### src/rtl/ctrl_pkg.sv
// Shared opcode/funct constants, ALU and load-width encodings, and the decoded control flags.
// Optional jump support is compiled in with CTRL_JUMP_EN.
package ctrl_pkg;

  localparam logic [5:0] OP_RTYPE = 6'b000000;
  localparam logic [5:0] OP_J     = 6'b000010;
  localparam logic [5:0] OP_JAL   = 6'b000011;
  localparam logic [5:0] OP_BEQ   = 6'b000100;
  localparam logic [5:0] OP_BNE   = 6'b000101;
  localparam logic [5:0] OP_ADDI  = 6'b001000;
  localparam logic [5:0] OP_SLTI  = 6'b001010;
  localparam logic [5:0] OP_ANDI  = 6'b001100;
  localparam logic [5:0] OP_ORI   = 6'b001101;
  localparam logic [5:0] OP_XORI  = 6'b001110;
  localparam logic [5:0] OP_LB    = 6'b100000;
  localparam logic [5:0] OP_LH    = 6'b100001;
  localparam logic [5:0] OP_LW    = 6'b100011;
  localparam logic [5:0] OP_LBU   = 6'b100100;
  localparam logic [5:0] OP_LHU   = 6'b100101;
  localparam logic [5:0] OP_LWU   = 6'b100111;
  localparam logic [5:0] OP_SB    = 6'b101000;
  localparam logic [5:0] OP_SH    = 6'b101001;
  localparam logic [5:0] OP_SW    = 6'b101011;

  localparam logic [5:0] FN_SLL  = 6'b000000;
  localparam logic [5:0] FN_SRL  = 6'b000010;
  localparam logic [5:0] FN_SRA  = 6'b000011;
  localparam logic [5:0] FN_SLLV = 6'b000100;
  localparam logic [5:0] FN_SRLV = 6'b000110;
  localparam logic [5:0] FN_SRAV = 6'b000111;
  localparam logic [5:0] FN_JR   = 6'b001000;
  localparam logic [5:0] FN_ADD  = 6'b100000;
  localparam logic [5:0] FN_SUB  = 6'b100010;
  localparam logic [5:0] FN_AND  = 6'b100100;
  localparam logic [5:0] FN_OR   = 6'b100101;
  localparam logic [5:0] FN_XOR  = 6'b100110;
  localparam logic [5:0] FN_NOR  = 6'b100111;
  localparam logic [5:0] FN_SLT  = 6'b101010;

  localparam logic [3:0] ALU_SLL = 4'd0;
  localparam logic [3:0] ALU_SRL = 4'd1;
  localparam logic [3:0] ALU_SRA = 4'd2;
  localparam logic [3:0] ALU_ADD = 4'd3;
  localparam logic [3:0] ALU_SUB = 4'd4;
  localparam logic [3:0] ALU_AND = 4'd5;
  localparam logic [3:0] ALU_OR  = 4'd6;
  localparam logic [3:0] ALU_XOR = 4'd7;
  localparam logic [3:0] ALU_NOR = 4'd8;
  localparam logic [3:0] ALU_SLT = 4'd9;

  localparam logic [1:0] RDW_WORD = 2'd0;
  localparam logic [1:0] RDW_HALF = 2'd1;
  localparam logic [1:0] RDW_BYTE = 2'd2;

  typedef struct packed {
    logic       reg_dst;
    logic       branch;
    logic       mem_to_reg;
    logic       alu_src;
    logic       reg_write;
    logic       load_signed;
    logic       illegal;
    logic [1:0] mem_rd_width;
`ifdef CTRL_JUMP_EN
    logic       jump;
    logic       link;
`endif
  } ctrl_flags_t;

endpackage

### src/rtl/ctrl_decode.sv
// Combinational MIPS instruction decoder feeding the ID/EX register.
// J/JAL/JR are decoded only with CTRL_JUMP_EN; otherwise they fall into the illegal path.
module ctrl_decode
  import ctrl_pkg::*;
#(
  parameter int unsigned REG_AW  = 5,
  parameter int unsigned ALUOP_W = 4,
  parameter int unsigned LANES   = 4
) (
  input  logic [31:0]        instr,
  output ctrl_flags_t        flags_c,
  output logic [LANES-1:0]   mem_write_c,
  output logic [ALUOP_W-1:0] alu_op_c,
  output logic [REG_AW-1:0]  dest_reg_c
);

  logic [5:0] opcode;
  logic [5:0] funct;
  logic       legal;
  logic       unused_instr;

  assign opcode       = instr[31:26];
  assign funct        = instr[5:0];
  assign unused_instr = ^instr[10:6];

  always_comb begin
    flags_c     = '0;
    mem_write_c = '0;
    alu_op_c    = ALUOP_W'(ALU_ADD);
    legal       = 1'b1;
    case (opcode)
      OP_RTYPE: begin
        flags_c.reg_dst   = 1'b1;
        flags_c.reg_write = 1'b1;
        case (funct)
          FN_SLL, FN_SLLV: alu_op_c = ALUOP_W'(ALU_SLL);
          FN_SRL, FN_SRLV: alu_op_c = ALUOP_W'(ALU_SRL);
          FN_SRA, FN_SRAV: alu_op_c = ALUOP_W'(ALU_SRA);
          FN_ADD:          alu_op_c = ALUOP_W'(ALU_ADD);
          FN_SUB:          alu_op_c = ALUOP_W'(ALU_SUB);
          FN_AND:          alu_op_c = ALUOP_W'(ALU_AND);
          FN_OR:           alu_op_c = ALUOP_W'(ALU_OR);
          FN_XOR:          alu_op_c = ALUOP_W'(ALU_XOR);
          FN_NOR:          alu_op_c = ALUOP_W'(ALU_NOR);
          FN_SLT:          alu_op_c = ALUOP_W'(ALU_SLT);
`ifdef CTRL_JUMP_EN
          FN_JR: begin
            flags_c.reg_dst   = 1'b0;
            flags_c.reg_write = 1'b0;
            flags_c.jump      = 1'b1;
          end
`endif
          default: legal = 1'b0;
        endcase
      end
      // opcode[2] separates unsigned loads; opcode[1:0] gives the access size
      OP_LB, OP_LH, OP_LW, OP_LBU, OP_LHU, OP_LWU: begin
        flags_c.mem_to_reg  = 1'b1;
        flags_c.alu_src     = 1'b1;
        flags_c.reg_write   = 1'b1;
        flags_c.load_signed = ~opcode[2];
        case (opcode[1:0])
          2'b00:   flags_c.mem_rd_width = RDW_BYTE;
          2'b01:   flags_c.mem_rd_width = RDW_HALF;
          default: flags_c.mem_rd_width = RDW_WORD;
        endcase
      end
      OP_SB: begin flags_c.alu_src = 1'b1; mem_write_c = LANES'(4'b0001); end
      OP_SH: begin flags_c.alu_src = 1'b1; mem_write_c = LANES'(4'b0011); end
      OP_SW: begin flags_c.alu_src = 1'b1; mem_write_c = '1; end
      OP_ADDI, OP_SLTI, OP_ANDI, OP_ORI, OP_XORI: begin
        flags_c.alu_src   = 1'b1;
        flags_c.reg_write = 1'b1;
        case (opcode)
          OP_SLTI: alu_op_c = ALUOP_W'(ALU_SLT);
          OP_ANDI: alu_op_c = ALUOP_W'(ALU_AND);
          OP_ORI:  alu_op_c = ALUOP_W'(ALU_OR);
          OP_XORI: alu_op_c = ALUOP_W'(ALU_XOR);
          default: alu_op_c = ALUOP_W'(ALU_ADD);
        endcase
      end
      OP_BEQ, OP_BNE: begin
        flags_c.branch = 1'b1;
        alu_op_c       = ALUOP_W'(ALU_SUB);
      end
`ifdef CTRL_JUMP_EN
      OP_J: flags_c.jump = 1'b1;
      OP_JAL: begin
        flags_c.jump      = 1'b1;
        flags_c.link      = 1'b1;
        flags_c.reg_write = 1'b1;
      end
`endif
      default: legal = 1'b0;
    endcase

    if (!legal) begin
      flags_c         = '0;
      flags_c.illegal = 1'b1;
      mem_write_c     = '0;
      alu_op_c        = '1;
    end

    dest_reg_c = flags_c.reg_dst ? REG_AW'(instr[15:11]) : REG_AW'(instr[20:16]);
`ifdef CTRL_JUMP_EN
    if (flags_c.link) dest_reg_c = REG_AW'(5'd31);
`endif
  end

endmodule

### src/rtl/ctrl_pipe_unit.sv
// ID-stage control: decode into ID/EX registers with load-use stall, branch flush and external hold.
// Exposes jump/link outputs only when CTRL_JUMP_EN is defined.
module ctrl_pipe_unit
  import ctrl_pkg::*;
#(
  parameter int unsigned REG_AW    = 5,
  parameter int unsigned ALUOP_W   = 4,
  parameter int unsigned LANES     = 4,
  parameter int unsigned FLUSH_CYC = 1
) (
  input  logic               clk,
  input  logic               rst_n,
  input  logic               instr_valid,
  input  logic [31:0]        instr,
  input  logic               branch_taken,
  input  logic               ext_stall,
  output logic               instr_ready,
  output logic               ex_valid,
  output logic               reg_dst,
  output logic               branch,
  output logic               mem_to_reg,
  output logic               alu_src,
  output logic               reg_write,
  output logic [LANES-1:0]   mem_write,
  output logic [1:0]         mem_rd_width,
  output logic               load_signed,
  output logic [ALUOP_W-1:0] alu_op,
  output logic [REG_AW-1:0]  dest_reg,
  output logic               illegal
`ifdef CTRL_JUMP_EN
  ,
  output logic               jump,
  output logic               link
`endif
);

  localparam int unsigned CNT_W = 2;
  localparam logic [1:0] ST_RUN      = 2'd0;
  localparam logic [1:0] ST_LU_STALL = 2'd1;
  localparam logic [1:0] ST_FLUSH    = 2'd2;

  logic [1:0]         state_q, state_d;
  logic [CNT_W-1:0]   cnt_q, cnt_d;
  logic               ready_c, load_en, load_bubble, run_path, hazard_c;

  ctrl_flags_t        dec_flags, flags_q;
  logic [LANES-1:0]   dec_mem_write, mem_write_q;
  logic [ALUOP_W-1:0] dec_alu_op, alu_op_q;
  logic [REG_AW-1:0]  dec_dest_reg, dest_reg_q;
  logic               ex_valid_q;

  ctrl_decode #(
    .REG_AW (REG_AW),
    .ALUOP_W(ALUOP_W),
    .LANES  (LANES)
  ) u_decode (
    .instr      (instr),
    .flags_c    (dec_flags),
    .mem_write_c(dec_mem_write),
    .alu_op_c   (dec_alu_op),
    .dest_reg_c (dec_dest_reg)
  );

  // Load in EX writing a register the ID instruction reads
  assign hazard_c = instr_valid & ex_valid_q & flags_q.mem_to_reg & (dest_reg_q != '0) &
                    ((dest_reg_q == REG_AW'(instr[25:21])) | (dest_reg_q == REG_AW'(instr[20:16])));

  always_ff @(posedge clk or negedge rst_n) begin
    if (!rst_n) begin
      state_q <= ST_RUN;
      cnt_q   <= '0;
    end else begin
      state_q <= state_d;
      cnt_q   <= cnt_d;
    end
  end

  always_comb begin
    state_d     = state_q;
    cnt_d       = cnt_q;
    ready_c     = 1'b0;
    load_en     = 1'b0;
    load_bubble = 1'b0;
    run_path    = 1'b0;
    if (branch_taken) begin
      load_en     = 1'b1;
      load_bubble = 1'b1;
      ready_c     = 1'b1;
      cnt_d       = CNT_W'(FLUSH_CYC - 1);
      state_d     = ST_FLUSH;
    end else if (!ext_stall) begin
      case (state_q)
        ST_LU_STALL: begin
          load_en     = 1'b1;
          load_bubble = ~instr_valid;
          ready_c     = 1'b1;
          state_d     = ST_RUN;
        end
        ST_FLUSH: begin
          if (cnt_q != '0) begin
            load_en     = 1'b1;
            load_bubble = 1'b1;
            ready_c     = 1'b1;
            cnt_d       = cnt_q - CNT_W'(1);
            if (cnt_q == CNT_W'(1)) state_d = ST_RUN;
          end else begin
            run_path = 1'b1;
          end
        end
        default: run_path = 1'b1;
      endcase
      if (run_path) begin
        load_en = 1'b1;
        if (hazard_c) begin
          load_bubble = 1'b1;
          state_d     = ST_LU_STALL;
        end else begin
          load_bubble = ~instr_valid;
          ready_c     = 1'b1;
          state_d     = ST_RUN;
        end
      end
    end
  end

  always_ff @(posedge clk or negedge rst_n) begin
    if (!rst_n) begin
      ex_valid_q  <= 1'b0;
      flags_q     <= '0;
      mem_write_q <= '0;
      alu_op_q    <= '0;
      dest_reg_q  <= '0;
    end else if (load_en) begin
      ex_valid_q  <= ~load_bubble;
      flags_q     <= load_bubble ? '0 : dec_flags;
      mem_write_q <= load_bubble ? '0 : dec_mem_write;
      alu_op_q    <= load_bubble ? '0 : dec_alu_op;
      dest_reg_q  <= load_bubble ? '0 : dec_dest_reg;
    end
  end

  assign instr_ready  = ready_c & rst_n;
  assign ex_valid     = ex_valid_q;
  assign reg_dst      = flags_q.reg_dst;
  assign branch       = flags_q.branch;
  assign mem_to_reg   = flags_q.mem_to_reg;
  assign alu_src      = flags_q.alu_src;
  assign reg_write    = flags_q.reg_write;
  assign mem_write    = mem_write_q;
  assign mem_rd_width = flags_q.mem_rd_width;
  assign load_signed  = flags_q.load_signed;
  assign alu_op       = alu_op_q;
  assign dest_reg     = dest_reg_q;
  assign illegal      = flags_q.illegal;
`ifdef CTRL_JUMP_EN
  assign jump         = flags_q.jump;
  assign link         = flags_q.link;
`endif

endmodule

### config.mk
export PLATFORM = sky130hd
export DESIGN_NAME = ctrl_pipe_unit
export DESIGN_NICKNAME = d
export VERILOG_FILES = /design/src/rtl/ctrl_pkg.sv /design/src/rtl/ctrl_decode.sv /design/src/rtl/ctrl_pipe_unit.sv
export SDC_FILE = /design/constraint.sdc
export NUM_CORES = 1
export LEC_CHECK = 0
export CAP_MARGIN = 0
export CORE_MARGIN = 1
export CORE_UTILIZATION = 34
export DETAILED_ROUTE_END_ITERATION = 6
export PLACE_DENSITY = 0.68
export SLEW_MARGIN = 10
export SYNTH_ARGS = -nofsm -noshare
export SYNTH_HDL_FRONTEND = slang
export SYNTH_SLANG_ARGS = --single-unit
### constraint.sdc
create_clock -name clk -period 3.15 [get_ports clk]
set_input_delay 0.315 -clock clk [delete_from_list [all_inputs] [get_ports clk]]
set_output_delay 0.315 -clock clk [all_outputs]
set_load 0.1 [all_outputs]
==> metrics.log, run 1 <==
[metrics] Resized cells post-CTS: 0
[metrics] first-pass GRT wire length: roughly 7.2 mm
[metrics] summed area of non-filler cells in the final layout: between 2000 and 2500 um2
[metrics] average detailed-routed wire length per instance: between 10 and 15 um
[metrics] Post-Synthesis Cell Area: around 1800 um2
[metrics] WS Path Type: in -> out
[metrics] CTS root buf: sky130_fd_sc_hd__clkbuf_8
[metrics] number of top-level design ports: ~60
[metrics] Starting Density: between 30% and 40%
[metrics] LEAKAGE: approximately 1 nW
[metrics] share of total power in combinational logic: 27.8%
[metrics] kind of end point of the critical path: primary output
[metrics] net switching power: between 0.0002 and 0.0003 W
[metrics] run status: completed
[metrics] overall die width: between 70 and 80 um
[metrics] maximum buffer depth of the clock tree: 2
[metrics] worst slew pin tran: between 900 and 1000 ps
[metrics] Critical Path Fanout Max: 4
[metrics] DR iter-0 viols: a little under 50
[metrics] Internal Dissipation: 0.000601 W
[metrics] placed cells: 312
[metrics] post-synthesis sequential area ratio: a little under two fifths
[metrics] number of synthesized flops with an enable pin: 0
[metrics] Arrival @ worst endpoint: around 2200 ps
[metrics] Detailed Route WL: ~4.4 mm
[metrics] final setup violation count: 0
[metrics] unique cell type count in the Yosys netlist: 48
[metrics] Synth Area per Inst: just under 9 um2
[metrics] CTS tree: done
[metrics] fraction of post-synthesis cell area in the top cell type by area: between 30% and 40%
[metrics] pin count of the biggest net entering global routing: 27
[metrics] number of nets still failing antenna checks after routing: 0
[metrics] sw frac: between 30% and 40%
[metrics] CP startpoint kind: primary input
[metrics] gp weighted congestion: 0.894
[metrics] latest clock arrival within the worst-skew pair: 270 ps
[metrics] cell row count: 25
[metrics] standard cell core area: about 4800 um2
[metrics] buffer count from post-CTS setup fixing: 0
[metrics] count of hold buffers inserted by post-cts repair: 0
[metrics] period utilisation layout: between 70% and 80%
[metrics] highest ir drop seen on vdd: approximately 0.17 mV
[metrics] Ant. Diodes: 0
[metrics] number of failing hold endpoints at the final stage: 0
[metrics] clock input transition at the sequential cells of the worst setup and hold paths: 90 ps
[metrics] net count after synthesis: between 200 and 250
[metrics] unrepaired setup endpoints after global routing: false
[metrics] overall die height: between 70 and 80 um
[metrics] CP Data Required Time: about 2800 ps
[metrics] headroom to the max-slew limit: around a third
[metrics] number of antenna violations at the first check in global routing: 0
[metrics] cell types with the largest area share after synthesis: sky130_fd_sc_hd__dfrtp_1 (37%), sky130_fd_sc_hd__a22o_1 (6.0%), sky130_fd_sc_hd__xor2_1 (5.0%)
[metrics] hpwl dp: 3.27 mm
[metrics] overall global routing resource usage: roughly 17%
[metrics] I/O Buffers: 55
[metrics] fin cells: 316
[metrics] number of pins with negative max-slew slack in the final report: 0
[metrics] max FFs per register: 5
[metrics] number of clock sinks seen by CTS: 26
[metrics] Clock Power Share: 31.4%
[metrics] worst hold slack across all endpoints: approximately 470 ps
[metrics] Post-Place Cell Area: between 2000 and 2500 um2
[metrics] # nets final: around 290
[metrics] total CTS buffers: 3
[metrics] Max-Cap Viols: 0
[metrics] vias in the first global route: about 1600
[metrics] synthesized instance count: between 150 and 200
[metrics] cell taking the most area after synthesis: sky130_fd_sc_hd__dfrtp_1
[metrics] time the worst path needs with I/O delays and setup: ~2500 ps
[metrics] DRC violation count after routing: 0
[metrics] Pwr per Cell Area: approximately 350 nW/um2
[metrics] worst hold path class: in -> async
[metrics] FFs w/ async S/R, synth: 100%
[metrics] Clock H-tree levels: 1
[metrics] first-pass iteration count of the detailed router: 4
[metrics] synthesis-to-layout area growth: 39.4%
[metrics] Synth Flop Type: sky130_fd_sc_hd__dfrtp_1
[metrics] Total Die Area: ~5400 um2
[metrics] vias: 1673
[metrics] share of total power in sequential cells: about two fifths
[metrics] number of warnings reported in the yosys synthesis log: 0
[metrics] register bit count reported by yosys: 26
[metrics] via-per-instance ratio: between 5 and 6
[metrics] TNS Setup: 0 ps
[metrics] Setup Slack @ Placement: about 650 ps
[metrics] top achievable clock speed: between 400 and 500 MHz
[metrics] final global-route overflow total: 0
[metrics] fraction of final layout cells sized beyond drive strength 1: 7.63%
[metrics] slack of the critical path: about 670 ps
[metrics] Clock Skews: 5.15 ps
## power by group through the flow
stage	Clock, W	Combinational [W]	Sequential [W]
after global routing	0.000289	0.000256	0.000355
after CTS	0.000279	0.000241	0.000353
after floorplan	0	0.0000786	0.000424
after detailed placement	0	0.000241	0.000360
final	0.000272	0.000240	0.000353
after global placement	0	0.000239	0.000359
## through the flow
step                      power (W)  utilization (%)
final                      0.000865             50.4
after global routing       0.000900             50.4
after CTS                  0.000874             50.4
after detailed placement   0.000600             48.9
after global placement     0.000598             48.9
after floorplan            0.000502                -
## synthesized netlist by cell type, types with 2 or more instances
| cell | n |
|---|---|
| sky130_fd_sc_hd__o21ai_0 | 12 |
| sky130_fd_sc_hd__xor2_1 | 10 |
| sky130_fd_sc_hd__nand2_1 | 20 |
| sky130_fd_sc_hd__mux2i_1 | 6 |
| sky130_fd_sc_hd__a31oi_1 | 2 |
| sky130_fd_sc_hd__nor2_1 | 14 |
| sky130_fd_sc_hd__o31ai_1 | 2 |
| sky130_fd_sc_hd__nor4_1 | 2 |
| sky130_fd_sc_hd__clkbuf_1 | 7 |
| sky130_fd_sc_hd__o211ai_1 | 2 |
| sky130_fd_sc_hd__dfrtp_1 | 26 |
| sky130_fd_sc_hd__buf_4 | 2 |
| sky130_fd_sc_hd__nand2b_1 | 10 |
| sky130_fd_sc_hd__ha_1 | 5 |
| sky130_fd_sc_hd__a21oi_1 | 8 |
| sky130_fd_sc_hd__a22o_1 | 12 |
| sky130_fd_sc_hd__nor2b_1 | 4 |
| sky130_fd_sc_hd__nand3b_1 | 2 |
| sky130_fd_sc_hd__inv_1 | 10 |
| sky130_fd_sc_hd__a211oi_1 | 2 |
| sky130_fd_sc_hd__nand3_1 | 4 |
| sky130_fd_sc_hd__a2111oi_0 | 3 |
| sky130_fd_sc_hd__nor3_1 | 7 |
## layout make-up
| type | count | area, um2 |
|---|---|---|
| sequential | 26 | 651 |
| clock buffer | 3 | 41.3 |
| multi-input combinational | 151 | 1020 |
| inverter | 10 | 37.5 |
| tap | 67 | 83.8 |
| fill | 468 | 2400 |
| clock inverter | 1 | 30.0 |
| timing repair buffer | 58 | 578 |
## worst max-delay path, cell delays in order
cell,delay [ps]
sky130_fd_sc_hd__clkdlybuf4s50_1,510
sky130_fd_sc_hd__xor2_1,170
sky130_fd_sc_hd__nor3_1,70
sky130_fd_sc_hd__a22oi_1,440
sky130_fd_sc_hd__o311ai_0,240
sky130_fd_sc_hd__a21oi_2,230
sky130_fd_sc_hd__buf_12,190
## cells in the final DEF (no fill, tap or decap), drive strengths merged, types with 2 or more instances in the layout
cell,synthesis,layout
buf,3,6
a22o,12,12
dfrtp,26,26
a21oi,8,8
xor2,10,10
nand3b,2,2
ha,5,5
o21ai,13,13
nor2b,4,4
a31oi,2,2
a211oi,2,2
clkdlybuf4s50,0,52
nand2b,10,10
a2111oi,3,3
o31ai,2,2
nand2,20,20
nand3,4,4
inv,10,10
nor4,2,2
clkbuf,7,3
nor3,7,7
nor2,14,14
o211ai,3,3
mux2i,6,6
or4,2,2
## path summary, 6_finish.rpt
check | slack (ps) | start | end | cells past startpoint
min in group clk | 490 | reg_write$_DFFE_PN0P_ | reg_write$_DFFE_PN0P_ | 2
min | 470 | rst_n | mem_write[0]$_DFFE_PN0P_ | 2
min reg2reg | 490 | reg_write$_DFFE_PN0P_ | reg_write$_DFFE_PN0P_ | 2
max in group asynchronous | 2430 | rst_n | ex_valid$_DFFE_PN0P_ | 2
max | 670 | instr[16] | instr_ready | 7
max reg2reg | 1010 | cnt_q[0]$_DFFE_PN0P_ | mem_to_reg$_DFFE_PN0P_ | 7
## per-layer routing
metal | track usage (%) | part of all wire, %
met3 | 1.51 | 5.7
met5 | 0 | 0
met4 | 5.98 | 1.1
met2 | 28.6 | 46
met1 | 23.3 | 47
## cell families (layout without fill, tap and decap cells)
family	after synthesis	in the layout	synth area share (%)
buf+inv	20	72	4.78
compound gates	58	58	24.9
fa+ha+maj	5	5	3.57
mux	6	6	3.43
xor+xnor	11	11	5.50
flops	26	26	37.1
simple gates	71	71	20.7
No activity file was read; power rests on OpenSTA's default activity.
==> run 2: changes to the inputs <==
==> constraint.sdc (replaced) <==
create_clock -name clk -period 2.6 [get_ports clk]
set_input_delay 0.26 -clock clk [delete_from_list [all_inputs] [get_ports clk]]
set_output_delay 0.26 -clock clk [all_outputs]
set_load 0.1 [all_outputs]
==> run 2 against run 1 <==
Clock skew up 3.7 ps. Utilization decreased by 0.18 points. Flip-flop and latch count unchanged. Largest cell class unchanged. Worst hold slack worse by 19 ps. Register-to-register slack got worse by 530 ps. Die area did not move.
==> metrics.log, run 2 (synthesized netlist as in run 1, its figures left out) <==
[metrics] DR iter-0 viols: 81 (+65%)
[metrics] maximum cell stage delay along the critical path: 590 ps (+80 ps)
[metrics] hpwl dp: 3.32 mm (+1.4%)
[metrics] leading cell type in the layout, fill and taps excluded: sky130_fd_sc_hd__clkdlybuf4s50_1
[metrics] number of pins with negative max-slew slack in the final report: 0 (unchanged)
[metrics] Pwr per Cell Area: 429 nW/um2 (+21%)
[metrics] first-pass iteration count of the detailed router: 4 (unchanged)
[metrics] Global Route met1 Usage: 23.0% (-0.26 points)
[metrics] met3 GRT Util: 2.06% (+0.55 points)
[metrics] Ant. Diodes: 0 (unchanged)
[metrics] FF-to-FF setup slack: 480 ps (-530 ps)
[metrics] Total Die Area: 5450 um2 (unchanged)
[metrics] synthesis-to-layout area growth: 38.9%
[metrics] number of nets still failing antenna checks after routing: 0 (unchanged)
[metrics] Max-Cap Viols: 0 (unchanged)
[metrics] total number of cells along the worst setup path: 6 (-1)
[metrics] TNS Setup: 0 ps (unchanged)
[metrics] number of top-level design ports: 61 (unchanged)
[metrics] vias in the first global route: 1586 (-0.56%)
[metrics] net switching power: 0.000316 W (+20%)
[metrics] worst slew pin tran: 622 ps (-356 ps)
[metrics] overall die height: 73.8 um (unchanged)
[metrics] number of clock sinks seen by CTS: 26 (unchanged)
[metrics] Crit path buffers/inverters: 1 (-1)
[metrics] final global-route overflow total: 0 (unchanged)
[metrics] number of failing hold endpoints at the final stage: 0 (unchanged)
[metrics] CTS tree: done
[metrics] fraction of final layout cells sized beyond drive strength 1: 19.4% (+12 points)
[metrics] gp weighted congestion: 0.873 (-2.3%)
[metrics] average detailed-routed wire length per instance: 13.2 um (-5.0%)
[metrics] Clock H-tree levels: 1 (unchanged)
[metrics] kind of end point of the critical path: primary output
[metrics] kind of cell adding the most delay to the critical path: compound AO/OA/AOI/OAI gates
[metrics] area of the multi-input gates: 1030 um2 (+0.73%)
[metrics] cell at the slowest stage of the critical path: sky130_fd_sc_hd__o311ai_0
[metrics] via-per-instance ratio: 5.25 (-0.78%)
[metrics] count of hold buffers inserted by post-cts repair: 0 (unchanged)
[metrics] period utilisation layout: 91.1%
[metrics] unrepaired setup endpoints after global routing: false
[metrics] CTS root buf: sky130_fd_sc_hd__clkbuf_8
[metrics] commonest cells after routing, fill and taps aside: sky130_fd_sc_hd__clkdlybuf4s50_1 (31), sky130_fd_sc_hd__buf_4 (30), sky130_fd_sc_hd__dfrtp_1 (21)
[metrics] first-pass GRT wire length: 7.09 mm (-1.8%)
[metrics] worst hold path class: in -> async
[metrics] time the worst path needs with I/O delays and setup: 2370 ps
[metrics] grt met2 use: 27.6% (-1.0 points)
[metrics] share of total power in combinational logic: 27.9% (about the same)
[metrics] clock input transition at the sequential cells of the worst setup and hold paths: 90 ps (about the same)
[metrics] latest clock arrival within the worst-skew pair: 260 ps (about the same)
[metrics] Clock Skews: 8.83 ps (+3.68 ps)
[metrics] CP startpoint kind: flip-flop
[metrics] top achievable clock speed: 422 MHz
[metrics] most utilized layer in the global route result: met2
[metrics] Setup Slack @ Placement: 240 ps (-405 ps)
[metrics] run status: completed
[metrics] Worst R2R Path Depth: 7 (unchanged)
[metrics] cell row count: 25 (unchanged)
[metrics] r2r startpoint: cnt_q[0]$_DFFE_PN0P_
[metrics] Internal Dissipation: 0.000729 W (+21%)
[metrics] highest ir drop seen on vdd: 0.308 mV (+81%)
[metrics] Clock Power Share: 31.1% (-0.3 points)
[metrics] DRC violation count after routing: 0 (unchanged)
[metrics] standard cell core area: 4850 um2 (unchanged)
[metrics] slack of the critical path: 232 ps (-438 ps)
[metrics] number of antenna violations at the first check in global routing: 0 (unchanged)
[metrics] launching element of the worst setup path: dest_reg[1]$_DFFE_PN0P_
[metrics] overall global routing resource usage: 16.4% (-0.78 points)
[metrics] vias: 1681 (+0.48%)
[metrics] WS Path Type: reg -> out
[metrics] # nets final: 296 (+1.4%)
[metrics] pin count of the biggest net entering global routing: 27 (unchanged)
[metrics] crit path cell chain: xor2_1 > nor3_1 > a22oi_1 > o311ai_0 > a21oi_4 > buf_12
[metrics] maximum buffer depth of the clock tree: 2 (unchanged)
[metrics] max FFs per register: 5 (unchanged)
[metrics] headroom to the max-slew limit: 58.0% (+23 points)
[metrics] total area of sequential cells: 657 um2 (+0.96%)
[metrics] sw frac: 30.2% (-0.27 points)
[metrics] worst hold slack across all endpoints: 455 ps (-19.2 ps)
[metrics] Starting Density: 36.2% (unchanged)
[metrics] CP Data Required Time: 2340 ps (-490 ps)
[metrics] LEAKAGE: 1.08 nW (+5.3%)
[metrics] number of filler instances in the final layout: 468 (unchanged)
[metrics] overall die width: 73.8 um (unchanged)
[metrics] Critical Path Fanout Max: 5 (+1)
[metrics] buffer count from post-CTS setup fixing: 0 (unchanged)
[metrics] total CTS buffers: 3 (unchanged)
[metrics] Arrival @ worst endpoint: 2110 ps (-60 ps)
[metrics] Resized cells post-CTS: 0 (unchanged)
[metrics] share of total power in sequential cells: 41.0% (+0.2 points)
[metrics] Detailed Route WL: 4.24 mm (-3.7%)
[metrics] I/O Buffers: 55 (unchanged)
[metrics] final setup violation count: 0 (unchanged)
==> run 2: cell count changes in the layout (fill, tap and decap cells not counted) <==
| cell | delta |
|---|---|
| sky130_fd_sc_hd__dfrtp_1 | -5 |
| sky130_fd_sc_hd__a21oi_4 | +1 |
| sky130_fd_sc_hd__dfrtp_2 | +5 |
| sky130_fd_sc_hd__a21oi_2 | -1 |
| sky130_fd_sc_hd__buf_4 | +25 |
| sky130_fd_sc_hd__clkdlybuf4s50_1 | -21 |
==> run 2: layout make-up <==
type | instances | share of cell area, %
well taps | 67 | 3.44
inverters | 10 | 1.54
clock buffers | 3 | 1.70
clock inverters | 1 | 1.23
multi-input cells | 151 | 42.3
repair buffers | 62 | 22.8
flip-flops and latches | 26 | 27.0
==> run 2: per-stage QoR <==
stage	instance area (um2)	std cells	util, %	total power, W
2_1_floorplan	1770	197	-	0.000610
3_3_place_gp	2360	316	48.7	0.000728
3_5_place_dp	2360	316	48.7	0.000729
5_1_grt	2430	320	50.2	0.00110
4_1_cts	2430	320	50.2	0.00106
6_report	2430	320	50.2	0.00104
==> run 2: power groups by stage <==
stage / clock [W] / sequential (W) / combinational, W
final: 0.000325 / 0.000428 / 0.000291
after global routing: 0.000356 / 0.000431 / 0.000313
after CTS: 0.000335 / 0.000428 / 0.000294
after detailed placement: 0 / 0.000436 / 0.000293
after global placement: 0 / 0.000437 / 0.000291
after floorplan: 0 / 0.000514 / 0.0000963
==> run 2: final timing paths <==
path                                           endpoint
worst max-delay path                        instr_ready
worst min-delay path              alu_op[0]$_DFFE_PN0P_
worst max register to register   mem_to_reg$_DFFE_PN0P_
worst min register to register    alu_op[1]$_DFFE_PN0P_
max in group asynchronous       dest_reg[2]$_DFFE_PN0P_
min in group clk                  alu_op[1]$_DFFE_PN0P_
==> run 2: routing by layer <==
metal	up-vias	part of all wire, %
li1	826	-
met1	790	48
met2	63	46
met3	2	5.9
met4	0	0.38
met5	-	0
==> run 3: changes to the inputs <==
--- a/config.mk
+++ b/config.mk
@@ -9,7 +9,7 @@
 export CORE_MARGIN = 1
 export CORE_UTILIZATION = 34
 export DETAILED_ROUTE_END_ITERATION = 6
-export PLACE_DENSITY = 0.68
+export PLACE_DENSITY = 0.7
 export SLEW_MARGIN = 10
 export SYNTH_ARGS = -nofsm -noshare
 export SYNTH_HDL_FRONTEND = slang
==> constraint.sdc (replaced) <==
create_clock -name clk -period 1.9 [get_ports clk]
set_input_delay 0.19 -clock clk [delete_from_list [all_inputs] [get_ports clk]]
set_output_delay 0.19 -clock clk [all_outputs]
set_load 0.1 [all_outputs]
==> run 3 against run 2 <==
The run now ends with setup timing left. Via count up 7.1%. Total power up 34%. Global-route usage up 3.3 points. Die area unchanged. Wire length up 20%. Largest power group unchanged.
==> metrics.log, run 3 (synthesized netlist as in run 1, its figures left out) <==
[metrics] run status: finished with violations
[metrics] failing checks: setup timing
[metrics] overall die height: 73.8 um (unchanged)
[metrics] number of failing hold endpoints at the final stage: 0 (unchanged)
[metrics] CTS tree: done
[metrics] unrepaired setup endpoints after global routing: true
[metrics] top achievable clock speed: around 460 MHz
[metrics] clock input transition at the sequential cells of the worst setup and hold paths: 90 ps (about the same)
[metrics] Max-Cap Viols: 0 (unchanged)
[metrics] Ant. Diodes: 0 (unchanged)
[metrics] worst slew pin tran: 441 ps (-182 ps)
[metrics] max FFs per register: 5 (unchanged)
[metrics] final global-route overflow total: 0 (unchanged)
[metrics] Post-Place Cell Area: 2550 um2 (+8.0%)
[metrics] power consumption: 0.00141 W (+34%)
[metrics] number of top-level design ports: 61 (unchanged)
[metrics] slack of the critical path: -269 ps (-501 ps)
[metrics] overall die width: 73.8 um (unchanged)
[metrics] summed area of non-filler cells in the final layout: 2800 um2 (+15%)
[metrics] Clock H-tree levels: 1 (unchanged)
[metrics] commonest cells after routing, fill and taps aside: sky130_fd_sc_hd__buf_4 (56), sky130_fd_sc_hd__clkdlybuf4s50_1 (31), sky130_fd_sc_hd__nand2_1 (20)
[metrics] via-per-instance ratio: 5.13 (-2.3%)
[metrics] number of nets still failing antenna checks after routing: 0 (unchanged)
[metrics] TNS Setup: -2240 ps (-2240 ps)
[metrics] cell row count: 25 (unchanged)
[metrics] # nets final: 327 (+10%)
[metrics] WS Path Type: reg -> out
[metrics] count of hold buffers inserted by post-cts repair: 0 (unchanged)
[metrics] CP Data Required Time: 1710 ps (-630 ps)
[metrics] number of filler instances in the final layout: 421 (-10%)
[metrics] maximum buffer depth of the clock tree: 2 (unchanged)
[metrics] Arrival @ worst endpoint: 1980 ps (-130 ps)
[metrics] final standard cell utilization of the core: 57.7% (+7.5 points)
[metrics] final setup violation count: 23 (+23)
[metrics] latest clock arrival within the worst-skew pair: 260 ps (about the same)
[metrics] vias in the first global route: 1812 (+14%)
[metrics] pin count of the biggest net entering global routing: 27 (unchanged)
[metrics] CP startpoint kind: flip-flop
[metrics] number of pins with negative max-slew slack in the final report: 0 (unchanged)
[metrics] CTS root buf: sky130_fd_sc_hd__clkbuf_8
[metrics] overall global routing resource usage: 19.7% (+3.3 points)
[metrics] Pwr per Cell Area: 502 nW/um2 (+17%)
[metrics] Critical Path Fanout Max: 4 (-1)
[metrics] average detailed-routed wire length per instance: 14.5 um (+9.7%)
[metrics] Starting Density: 36.2% (unchanged)
[metrics] gp weighted congestion: 0.821 (-6.0%)
[metrics] number of antenna violations at the first check in global routing: 0 (unchanged)
[metrics] Setup Slack @ Placement: -141 ps (-381 ps)
[metrics] kind of end point of the critical path: primary output
[metrics] Clock Skews: 3.15 ps (-5.68 ps)
[metrics] total CTS buffers: 3 (unchanged)
[metrics] vias: 1801 (+7.1%)
[metrics] Total Die Area: 5450 um2 (unchanged)
[metrics] time the worst path needs with I/O delays and setup: between 2000 and 2500 ps
[metrics] worst hold path class: in -> async
[metrics] highest ir drop seen on vdd: 0.269 mV (-13%)
[metrics] DR iter-0 viols: 81 (unchanged)
[metrics] Detailed Route WL: 5.10 mm (+20%)
[metrics] first-pass iteration count of the detailed router: 4 (unchanged)
[metrics] number of clock sinks seen by CTS: 26 (unchanged)
[metrics] leading cell type in the layout, fill and taps excluded: sky130_fd_sc_hd__buf_4
[metrics] fraction of final layout cells sized beyond drive strength 1: 32.7% (+13 points)
[metrics] headroom to the max-slew limit: 69.9% (+12 points)
[metrics] standard cell core area: 4850 um2 (unchanged)
[metrics] first-pass GRT wire length: 8.38 mm (+18%)
[metrics] synthesis-to-layout area growth: 59.6%
[metrics] LEAKAGE: 1.25 nW (+16%)
[metrics] period utilisation layout: 114%
[metrics] DRC violation count after routing: 0 (unchanged)
[metrics] hpwl dp: 3.68 mm (+11%)
[metrics] I/O Buffers: 55 (unchanged)
[run 3: cell types whose count changed in the layout (fill, tap and decap cells not counted), moves of 3 or more]
cell,previous run,this run
sky130_fd_sc_hd__dfrtp_4,0,5
sky130_fd_sc_hd__o21ai_1,0,6
sky130_fd_sc_hd__o21ai_0,12,6
sky130_fd_sc_hd__buf_4,30,56
sky130_fd_sc_hd__dfrtp_2,5,2
[run 3: metal layers]
metal / routed length, um / vias to the layer above / GRT usage (%)
met2: 2530 / 52 / 34.0
met1: 2330 / 858 / 27.0
met3: 236 / 0 / 2.33
li1: - / 891 / -
met5: 0 / - / 0
met4: 0 / 0 / 2.99
[run 3: timing repair]
item,in CTS,in global routing
pin swaps,9,13
resized for setup,14,12
setup endpoints to repair,21,24
gates cloned,2,0
buffers inserted,7,5
[run 3: per-stage QoR]
stage | std cells | hold WS, ps
5_1_grt | 351 | 398
4_1_cts | 348 | 397
3_5_place_dp | 336 | 488
6_report | 351 | 396
2_1_floorplan | 197 | -106
3_3_place_gp | 336 | 476
[run 3: layout make-up]
cell class	instances	area [um2]	share of cell area [%]
Tap cell	67	83.8	3.00
Clock buffer	4	55.1	1.97
Sequential cell	26	672	24.0
Multi-Input combinational cell	153	1160	41.3
Inverter	10	37.5	1.34
Timing Repair Buffer	91	793	28.4
[run 3: where the power goes]
part	internal, W	switching [W]
clock network	0.000185	0.000166
logic	0.000184	0.000282
registers	0.000572	0.0000167
[run 3: worst max-delay path, cell delays in order, from the launching register on]
cell and delay [ps]:
sky130_fd_sc_hd__dfrtp_4 500, sky130_fd_sc_hd__or4_4 540, sky130_fd_sc_hd__o211ai_4 210, sky130_fd_sc_hd__o311ai_4 130
sky130_fd_sc_hd__a21oi_4 160, sky130_fd_sc_hd__buf_12 190
[run 3: worst paths after layout]
check / start / to / slack (ps) / cells after the start
setup / recovery: dest_reg[2]$_DFFE_PN0P_ / instr_ready / -270 / 5
hold reg to reg: alu_op[1]$_DFFE_PN0P_ / alu_op[1]$_DFFE_PN0P_ / 510 / 2
hold / removal: rst_n / alu_op[3]$_DFFE_PN0P_ / 400 / 2
max in group asynchronous: rst_n / dest_reg[4]$_DFFE_PN0P_ / 1220 / 2
setup reg to reg: dest_reg[2]$_DFFE_PN0P_ / dest_reg[4]$_DFFE_PN0P_ / -140 / 8
min in group clk: alu_op[1]$_DFFE_PN0P_ / alu_op[1]$_DFFE_PN0P_ / 510 / 2
